--- src/rtl/ppm_pkg.sv ---
// -----------------------------------------------------------------------------
// ppm_pkg
// Shared constants and sizing helpers for the PPM output bank.
//   CTRL_EN / CTRL_COMMIT / CTRL_FS : bit positions inside the CTRL register
//   cnt_w()   : bits needed for a counter running 0..n-1 (minimum 1)
//   pulse_w() : bits for the pulse-width compare. Wide enough for
//               MIN_US + max value and for FRAME_US, so widths at or beyond
//               the frame never wrap.
// -----------------------------------------------------------------------------
package ppm_pkg;

  localparam int CTRL_EN     = 0;
  localparam int CTRL_COMMIT = 1;
  localparam int CTRL_FS     = 2;

  function automatic int cnt_w(input int n);
    return (n <= 2) ? 1 : $clog2(n);
  endfunction

  function automatic int pulse_w(input int frame_us, input int min_us, input int val_w);
    int a;
    int b;
    a = $clog2(frame_us) + 1;
    b = $clog2(min_us + (1 << val_w)) + 1;
    return (a > b) ? a : b;
  endfunction

endpackage

--- src/rtl/ppm_timebase.sv ---
// -----------------------------------------------------------------------------
// ppm_timebase
// Microsecond timebase and frame counter for the PPM output bank.
// Ports:
//   clk      in   system clock
//   rst      in   synchronous active-high reset
//   tick     out  one-cycle strobe, once per microsecond (prescaler terminal count)
//   us_cnt   out  microsecond position inside the frame, 0..FRAME_US-1
//   boundary out  tick on the last microsecond of the frame
// -----------------------------------------------------------------------------
module ppm_timebase
  import ppm_pkg::*;
#(
  parameter int CLK_DIV  = 50,
  parameter int FRAME_US = 20000,
  parameter int US_W     = cnt_w(FRAME_US)
) (
  input  logic            clk,
  input  logic            rst,
  output logic            tick,
  output logic [US_W-1:0] us_cnt,
  output logic            boundary
);

  localparam int               PRE_W    = cnt_w(CLK_DIV);
  localparam logic [PRE_W-1:0] PRE_LAST = PRE_W'(CLK_DIV - 1);
  localparam logic [US_W-1:0]  US_LAST  = US_W'(FRAME_US - 1);

  logic [PRE_W-1:0] pre_cnt;

  assign tick     = (pre_cnt == PRE_LAST);
  assign boundary = tick && (us_cnt == US_LAST);

  always_ff @(posedge clk) begin
    if (rst) begin
      pre_cnt <= '0;
      us_cnt  <= '0;
    end else if (tick) begin
      pre_cnt <= '0;
      us_cnt  <= (us_cnt == US_LAST) ? '0 : us_cnt + 1'b1;
    end else begin
      pre_cnt <= pre_cnt + 1'b1;
    end
  end

endmodule

--- src/rtl/ppm_out_bank.sv ---
// -----------------------------------------------------------------------------
// ppm_out_bank
// N-channel PPM/servo pulse generator for the engine ESCs. The CPU writes
// per-channel shadow registers; a commit copies all of them into the active
// set at the next frame boundary, so every channel changes in the same frame.
// Optional watchdog (build macro PPM_WDOG_EN): after WDOG_FRAMES boundaries
// without an applied commit, all channels drop to minimum throttle and
// FAILSAFE is raised until the next applied commit.
// Ports:
//   CLK         in   system clock
//   RESET       in   synchronous active-high reset
//   WE          in   bus write strobe (one cycle)
//   ADDR        in   0..CHANNELS-1 channel shadow, CHANNELS = CTRL
//   DATA_IN     in   write data; channels use [VAL_W-1:0]
//   DATA_OUT    out  combinational readback (shadow value or CTRL/status)
//   PPM         out  registered pulse outputs
//   FRAME_START out  one-cycle pulse the cycle after each frame boundary
//   FAILSAFE    out  watchdog override active (always 0 without PPM_WDOG_EN)
// CTRL layout: bit0 enable (R/W), bit1 commit/pending, bit2 failsafe (RO).
// -----------------------------------------------------------------------------
module ppm_out_bank
  import ppm_pkg::*;
#(
  parameter int CHANNELS    = 4,
  parameter int VAL_W       = 10,
  parameter int CLK_DIV     = 50,
  parameter int FRAME_US    = 20000,
  parameter int MIN_US      = 1000,
  parameter int WDOG_FRAMES = 50,
  localparam int AW         = $clog2(CHANNELS + 1)
) (
  input  logic                CLK,
  input  logic                RESET,
  input  logic                WE,
  input  logic [AW-1:0]       ADDR,
  input  logic [31:0]         DATA_IN,
  output logic [31:0]         DATA_OUT,
  output logic [CHANNELS-1:0] PPM,
  output logic                FRAME_START,
  output logic                FAILSAFE
);

  localparam int            US_W      = cnt_w(FRAME_US);
  localparam int            WW        = pulse_w(FRAME_US, MIN_US, VAL_W);
  localparam logic [AW-1:0] CTRL_ADDR = AW'(CHANNELS);

  logic [VAL_W-1:0] shadow [CHANNELS];
  logic [VAL_W-1:0] active [CHANNELS];
  logic [WW-1:0]    width  [CHANNELS];
  logic             enable;
  logic             en_next;
  logic             pending;
  logic             ctrl_we;
  logic             tick;
  logic             boundary;
  logic [US_W-1:0]  us_cnt;

  // Upper data bits and the raw tick are intentionally not consumed here.
  logic unused_ok;
  assign unused_ok = &{1'b0, DATA_IN[31:VAL_W], tick};

  ppm_timebase #(
    .CLK_DIV  (CLK_DIV),
    .FRAME_US (FRAME_US),
    .US_W     (US_W)
  ) u_timebase (
    .clk      (CLK),
    .rst      (RESET),
    .tick     (tick),
    .us_cnt   (us_cnt),
    .boundary (boundary)
  );

  assign ctrl_we = WE && (ADDR == CTRL_ADDR);

  // Disabling takes effect on the same edge that accepts the CTRL write.
  always_comb begin
    en_next = enable;
    if (ctrl_we) en_next = DATA_IN[CTRL_EN];
  end

  // Widths are computed wide enough that MIN_US + value >= FRAME_US simply
  // keeps the compare true all frame (constant-high output).
  always_comb begin
    for (int i = 0; i < CHANNELS; i++) begin
      width[i] = WW'(MIN_US) + WW'(active[i]);
    end
  end

`ifdef PPM_WDOG_EN
  localparam int               WD_W    = cnt_w(WDOG_FRAMES + 1);
  localparam logic [WD_W-1:0]  WD_LAST = WD_W'(WDOG_FRAMES);

  logic [WD_W-1:0] wdog;
  logic            failsafe_q;

  assign FAILSAFE = failsafe_q;
`else
  assign FAILSAFE = 1'b0;
`endif

  always_ff @(posedge CLK) begin
    if (RESET) begin
      for (int i = 0; i < CHANNELS; i++) begin
        shadow[i] <= '0;
        active[i] <= '0;
      end
      enable      <= 1'b0;
      pending     <= 1'b0;
      PPM         <= '0;
      FRAME_START <= 1'b0;
`ifdef PPM_WDOG_EN
      wdog        <= '0;
      failsafe_q  <= 1'b0;
`endif
    end else begin
      FRAME_START <= boundary;

      for (int i = 0; i < CHANNELS; i++) begin
        if (WE && (ADDR == AW'(i))) shadow[i] <= DATA_IN[VAL_W-1:0];
      end

      // The pending flag sampled here is the one set before this cycle, so a
      // commit written on the boundary cycle waits for the next boundary.
      if (boundary) begin
        if (pending) begin
          for (int i = 0; i < CHANNELS; i++) active[i] <= shadow[i];
          pending <= 1'b0;
`ifdef PPM_WDOG_EN
          wdog       <= '0;
          failsafe_q <= 1'b0;
        end else if (wdog != WD_LAST) begin
          wdog <= wdog + 1'b1;
          if (wdog == WD_LAST - 1'b1) begin
            failsafe_q <= 1'b1;
            for (int i = 0; i < CHANNELS; i++) active[i] <= '0;
          end
`endif
        end
      end

      // Placed after the boundary clear so a new commit on that cycle survives.
      if (ctrl_we) begin
        enable <= DATA_IN[CTRL_EN];
        if (DATA_IN[CTRL_COMMIT]) pending <= 1'b1;
      end

      for (int i = 0; i < CHANNELS; i++) begin
        PPM[i] <= en_next && (WW'(us_cnt) < width[i]);
      end
    end
  end

  always_comb begin
    DATA_OUT = '0;
    for (int i = 0; i < CHANNELS; i++) begin
      if (ADDR == AW'(i)) DATA_OUT = 32'(shadow[i]);
    end
    if (ADDR == CTRL_ADDR) begin
      DATA_OUT[CTRL_EN]     = enable;
      DATA_OUT[CTRL_COMMIT] = pending;
      DATA_OUT[CTRL_FS]     = FAILSAFE;
    end
  end

endmodule

--- config.mk ---
export PLATFORM = sky130hd
export DESIGN_NAME = ppm_out_bank
export DESIGN_NICKNAME = d
export VERILOG_FILES = /design/src/rtl/ppm_pkg.sv /design/src/rtl/ppm_timebase.sv /design/src/rtl/ppm_out_bank.sv
export SDC_FILE = /design/constraint.sdc
export NUM_CORES = 1
export LEC_CHECK = 0
export ABC_CLOCK_PERIOD_IN_PS = 3220
export BUFFER_PORTS_ARGS = -buffer_cell sky130_fd_sc_hd__clkbuf_2
export CORE_MARGIN = 3
export CORE_UTILIZATION = 32
export DETAILED_ROUTE_END_ITERATION = 6
export PLACE_DENSITY_LB_ADDON = 0.3
export SYNTH_ARGS = -nofsm -noshare
export SYNTH_HDL_FRONTEND = slang
export SYNTH_SLANG_ARGS = --single-unit
--- constraint.sdc ---
create_clock -name CLK -period 3.22 [get_ports CLK]
set_clock_uncertainty 0.15 [all_clocks]
set_input_delay 0.644 -clock CLK [delete_from_list [all_inputs] [get_ports CLK]]
set_output_delay 0.644 -clock CLK [all_outputs]
set_load 0.05 [all_outputs]
# After elaboration in Yosys (flattened, before gate mapping)
# Memory sizes are Yosys's and may differ from the RTL's.
# Index checks and enable logic that the tools add are counted.
[op_classes]
add_sub_neg = 6
n_lt_le_gt_ge = 4
eq_ne = 6
n_mux = 36
n_bitwise = 8
n_reduce_logical = 12
[op_table]
columns = ["op", "count"]
rows = [
  ["2-to-1 mux 32 bit", 3],
  ["2-to-1 mux 10 bit", 9],
  ["less-than comparator 15 x 11 -> 1 bit", 4],
  ["adder 10 x 10 -> 11 bit, first input constant", 4],
  ["2-to-1 mux 1 bit", 22],
  ["adder 15 x 1 -> 15 bit, second input constant", 1],
  ["equality test 15 bit, second input constant", 1],
  ["2-to-1 mux 15 bit", 1],
  ["logical AND 1 bit", 10],
  ["bitwise OR 1 bit", 8],
  ["adder 6 x 1 -> 6 bit, second input constant", 1],
  ["equality test 3 x 2 -> 1 bit, second input constant", 2],
  ["equality test 6 bit, second input constant", 1],
  ["equality test 3 x 1 -> 1 bit, second input constant", 1],
  ["equality test 3 bit, second input constant", 1],
  ["zero test 3 bit", 1],
  ["2-to-1 mux 3 bit", 1],
  ["OR reduction 2 bit", 1],
]
[totals]
regBits = 28
ram_bits = 80
in_bits = 38
output_inout_bits = 38
wordCells = 80
mem_count = 2
[mem_list]
columns = ["name", "depth", "width", "rd", "rd_ports_with_merged_regs", "write_ports", "line_no", "source"]
rows = [
  ["active", 4, 10, 4, 0, 4, "ppm_out_bank.sv:48", "logic [VAL_W-1:0] active [CHANNELS];"],
  ["shadow", 4, 10, 4, 0, 4, "ppm_out_bank.sv:47", "logic [VAL_W-1:0] shadow [CHANNELS];"],
]

# Longest topological paths before layout
[depth]
ltp_word = 6
mapped_depth = 8
depth_no_buf = 8

# Cells and area by module
# From an unflattened synthesis, not the netlist that was laid out.
[unflattened]
cells_unflattened = 522
hier_area_um2 = 6058.3
[modules_own_cells]
columns = ["module", "n_inst", "cells_per_inst", "area_per_inst_um2", "seq_area_each_um2"]
rows = [
  ["ppm_out_bank", 1, 412, 5062.4, 2542.4],
  ["ppm_timebase", 1, 110, 996.0, 420.4],
]

# Worst setup path before layout
# OpenSTA, ideal clock, no wires.
[synth_timing]
kind = "input to output"
startpoint = "input ADDR[0]"
endpoint = "output DATA_OUT[1]"
arrival_time_ns = 2.239
required_time_ns = 2.426
path_slack_ns = 0.187
cell_stages = 4
n_path_buf = 1
cell_sequence = "buf_2 -> mux4_2 -> inv_1 -> o21ai_0"
[synth_via]
elab_chain_cells = 6
elab_cells_between_ends = 10
classes_between = "eq/ne: 4; mux: 5; reduce/logical: 1"
[synth_lines]
columns = ["element", "line_no", "source"]
rows = [
  ["start, declared", "ppm_out_bank.sv:35", "input logic [AW-1:0] ADDR,"],
  ["zero test 3 bit", "ppm_out_bank.sv:157", "if (ADDR == AW'(i)) DATA_OUT = 32'(shadow[i]);"],
  ["2-to-1 mux 10 bit", "ppm_out_bank.sv:157", ""],
  ["2-to-1 mux 32 bit (3 in a row)", "ppm_out_bank.sv:157", ""],
  ["2-to-1 mux 3 bit *", "ppm_out_bank.sv:159", "if (ADDR == CTRL_ADDR) begin"],
  ["end, declared", "ppm_out_bank.sv:37", "output logic [31:0] DATA_OUT,"],
]
# Mark *: on every way between the ends. The rest lies on a longest branch, timed or not.

# Final worst setup path
[layout_timing]
startpoint = "input ADDR[0]"
endpoint = "output DATA_OUT[7]"
[layout_via]
elab_chain_cells = 5
elab_cells_between_ends = 8
classes_between = "eq/ne: 3; mux: 4; reduce/logical: 1"
[layout_lines]
columns = ["element", "line_no"]
rows = [
  ["zero test 3 bit", "ppm_out_bank.sv:157"],
  ["2-to-1 mux 10 bit", "ppm_out_bank.sv:157"],
  ["2-to-1 mux 32 bit (2 in a row)", "ppm_out_bank.sv:157"],
  ["2-to-1 mux 32 bit *", "ppm_out_bank.sv:157"],
]
# Marked as above.

==> flow_summary.yaml <==
route:
  viasPerCell: 5.00
  wl_mm: 13.2
  drtAntennaViolNets: 0
  vias: 4014
  drc_errors: 0
  drtIter0Drc: 302
  first_pass_iters: 4
  wire_per_inst_um: 16.4
sta:
  rsz0062_at_grt: "no"
  finalHoldViolCount: 0
  drv_slew: 0
  period_minus_slack_ns: 2.84
  setup_violations: 0
  worst_pin_slew_ns: 0.599
  final.period_utilization_pct: 88.3
  setup_slack_ns: 0.378
  slew-limit-headroom_pct: 59.8
  max_freq_ghz: 0.352
  fin_setup_tns_ns: 0
power_and_ir_drop:
  internal-power_mw: 2.21
  seq_power_share_pct: 52.6
  p_clk_share_pct: 36.7
  swShare_pct: 27.4
  combPwrFrac_pct: 10.7
  p_leak_nw: 2.66
  irDropWorstVdd_v: 0.000286
  p_per_area_nw_per_um2: 452
  p_sw_uw: 833
yosys:
  yosys_warnings: 0
  async_reset_ff_share_pct: 0
  netlist.area_leader.share_pct: 39.2
  synth_flop_cell: "edfxtp_1"
  yosysTopAreaCell: "edfxtp_1"
  synth-edff-count: 80
  syn_inst: 540
  synth_cell_types: 52
  avgSynthCellArea_um2: 11.4
  synth.top_cells.by_area: "edfxtp_1 39%, ha_1 9.6%, dfxtp_1 9.1%"
  seq_area_frac_synth_pct: 48.3
  yosys_register_bits: 108
  syn_area_um2: 6130
placed_design:
  io_buffers: 30
  gp_congestion: 0.782
  dp.cells: 786
  pre_cts_slack_ns: 0.392
  dpl.hpwl_mm: 9.85
critical_path:
  crit_path_max_fanout: 13
  cp.arrival_ns: 2.05
  crit_required_ns: 2.43
  crit_path_end_kind: "output port"
  cp-start-kind: "primary input"
  critical_path_class: "primary input to output port"
floorplan:
  die_y_um: 144
  die_w_um: 144
  die_area_um2: 20900
  core_um2: 18400
  ios: 76
  rows: 49
  initial_core_util_pct: 33.3
hold_path:
  holdCritPathClass: "flip-flop to flip-flop"
flow_run:
  cap_violations: 0
layout:
  final_net_count: 653
  layout_common_cells: "80 x edfxtp_1, 69 x and2_1, 47 x ha_1, 30 x clkbuf_2, 28 x dfxtp_1"
  diodes: 0
  layout-drive-gt1-share_pct: 13.3
  stdcell_count: 802
  final_common_cell: "edfxtp_1"
  area_growth_pct: 9.94
  fin_util_pct: 36.6
global_routing:
  antenna_found_initial: 0
  grt_pass1_vias: 4051
  grt-ovfl-total: 0
  grt_usage_pct: 13.5
  grt_first_pass_wirelength_mm: 21.6
  grt_max_degree: 41
clock_network:
  cts_tree: "done"
  h-tree-depth: 3
  post_cts_buffers: 0
  postCtsHoldBufs: 0
  cts.sinks: 108
  cts_root_buffer: "clkbuf_16"
  clk_pin_slew_worst_paths_ns: 0.07
  cts_buffers: 9
  cts_resized: 0
  ctsLongestPathBuffers: 2
  clkLatencyLatePin_ns: 0.36
run_status:
  status: "complete, no violations"
## layout make-up
| type | count | area [µm²] |
|---|---|---|
| sequential | 108 | 2960 |
| fill | 1839 | 11700 |
| multi-input combinational | 389 | 2880 |
| tap | 229 | 287 |
| inverter | 20 | 75.1 |
| timing repair buffer | 40 | 238 |
| clock inverter | 7 | 76.3 |
| clock buffer | 9 | 225 |
## critical path: stages
cell and delay, ns:
clkbuf_2 0.17, buf_4 0.27, mux4_2 0.54, nor2b_1 0.16
clkbuf_2 0.25
## synth_stat cells, types with 9 or more instances
cell type	n
a21oi_1	23
and2_1	69
and3_1	12
buf_4	23
clkbuf_1	11
dfxtp_1	28
edfxtp_1	80
ha_1	47
inv_1	20
mux4_2	10
nand2_1	21
nand3_1	9
nand4_1	11
nor2_1	24
nor2b_1	9
nor3_1	15
nor3b_1	9
o21ai_0	10
xnor2_1	24
xor2_1	9
## metal layers
layer / wire length (µm) / vias to the layer above / GRT usage [%]
met5: 0 / - / 0
met4: 338 / 0 / 5.30
met3: 708 / 25 / 2.61
met2: 6080 / 118 / 21.9
met1: 6050 / 1897 / 17.8
li1: - / 1974 / -
## path summary, 6_finish.rpt
check	end	slack (ns)	depth (start not counted)	startpoint
setup / recovery	DATA_OUT[7]	0.38	5	ADDR[0]
hold / removal	u_timebase.pre_cnt[0]	0.35	1	u_timebase.pre_cnt[0]
setup reg to reg	PPM[3]	0.73	8	active[3][3]
hold reg to reg	u_timebase.pre_cnt[0]	0.35	1	u_timebase.pre_cnt[0]
## logic make-up (layout without fill, tap and decap cells)
| logic type | count (synthesis) | after routing | synth area share [%] |
|---|---|---|---|
| AND/OR/NAND/NOR | 212 | 212 | 20.9 |
| flip-flops | 108 | 108 | 48.3 |
| buffers and inverters | 65 | 76 | 6.10 |
| AO/OA/AOI/OAI | 60 | 60 | 6.02 |
| adder cells (fa/ha/maj) | 47 | 47 | 9.59 |
| XOR/XNOR | 33 | 33 | 4.71 |
| multiplexers | 14 | 14 | 4.33 |
| other | 1 | 23 | 0.0612 |
## metrics by stage
stage / hold WS (ns) / cell area, µm² / power, mW
5_1_grt: 0.392 / 6740 / 3.17
3_5_place_dp: 0.346 / 6440 / 1.96
4_1_cts: 0.356 / 6740 / 3.08
2_1_floorplan: 0.314 / 6210 / 1.89
3_3_place_gp: 0.331 / 6440 / 1.95
6_report: 0.345 / 6740 / 3.05
## state kept, by name, summed over array words and instances, names as in the netlist
| signal | flops |
|---|---|
| shadow | 40 |
| u_timebase.us_cnt | 15 |
| PPM | 4 |
| pending | 1 |
| active | 40 |
| u_timebase.pre_cnt | 6 |
| FRAME_START | 1 |
| enable | 1 |
## power groups by stage
stage               clock, mW  sequential, mW  combinational [mW]
finish                   1.12            1.60               0.325
global route             1.20            1.61               0.358
CTS                      1.15            1.60               0.327
detailed placement          0            1.63               0.325
global placement            0            1.63               0.316
floorplan                   0            1.62               0.275
Note: power is estimated with default switching activity, not from simulation.
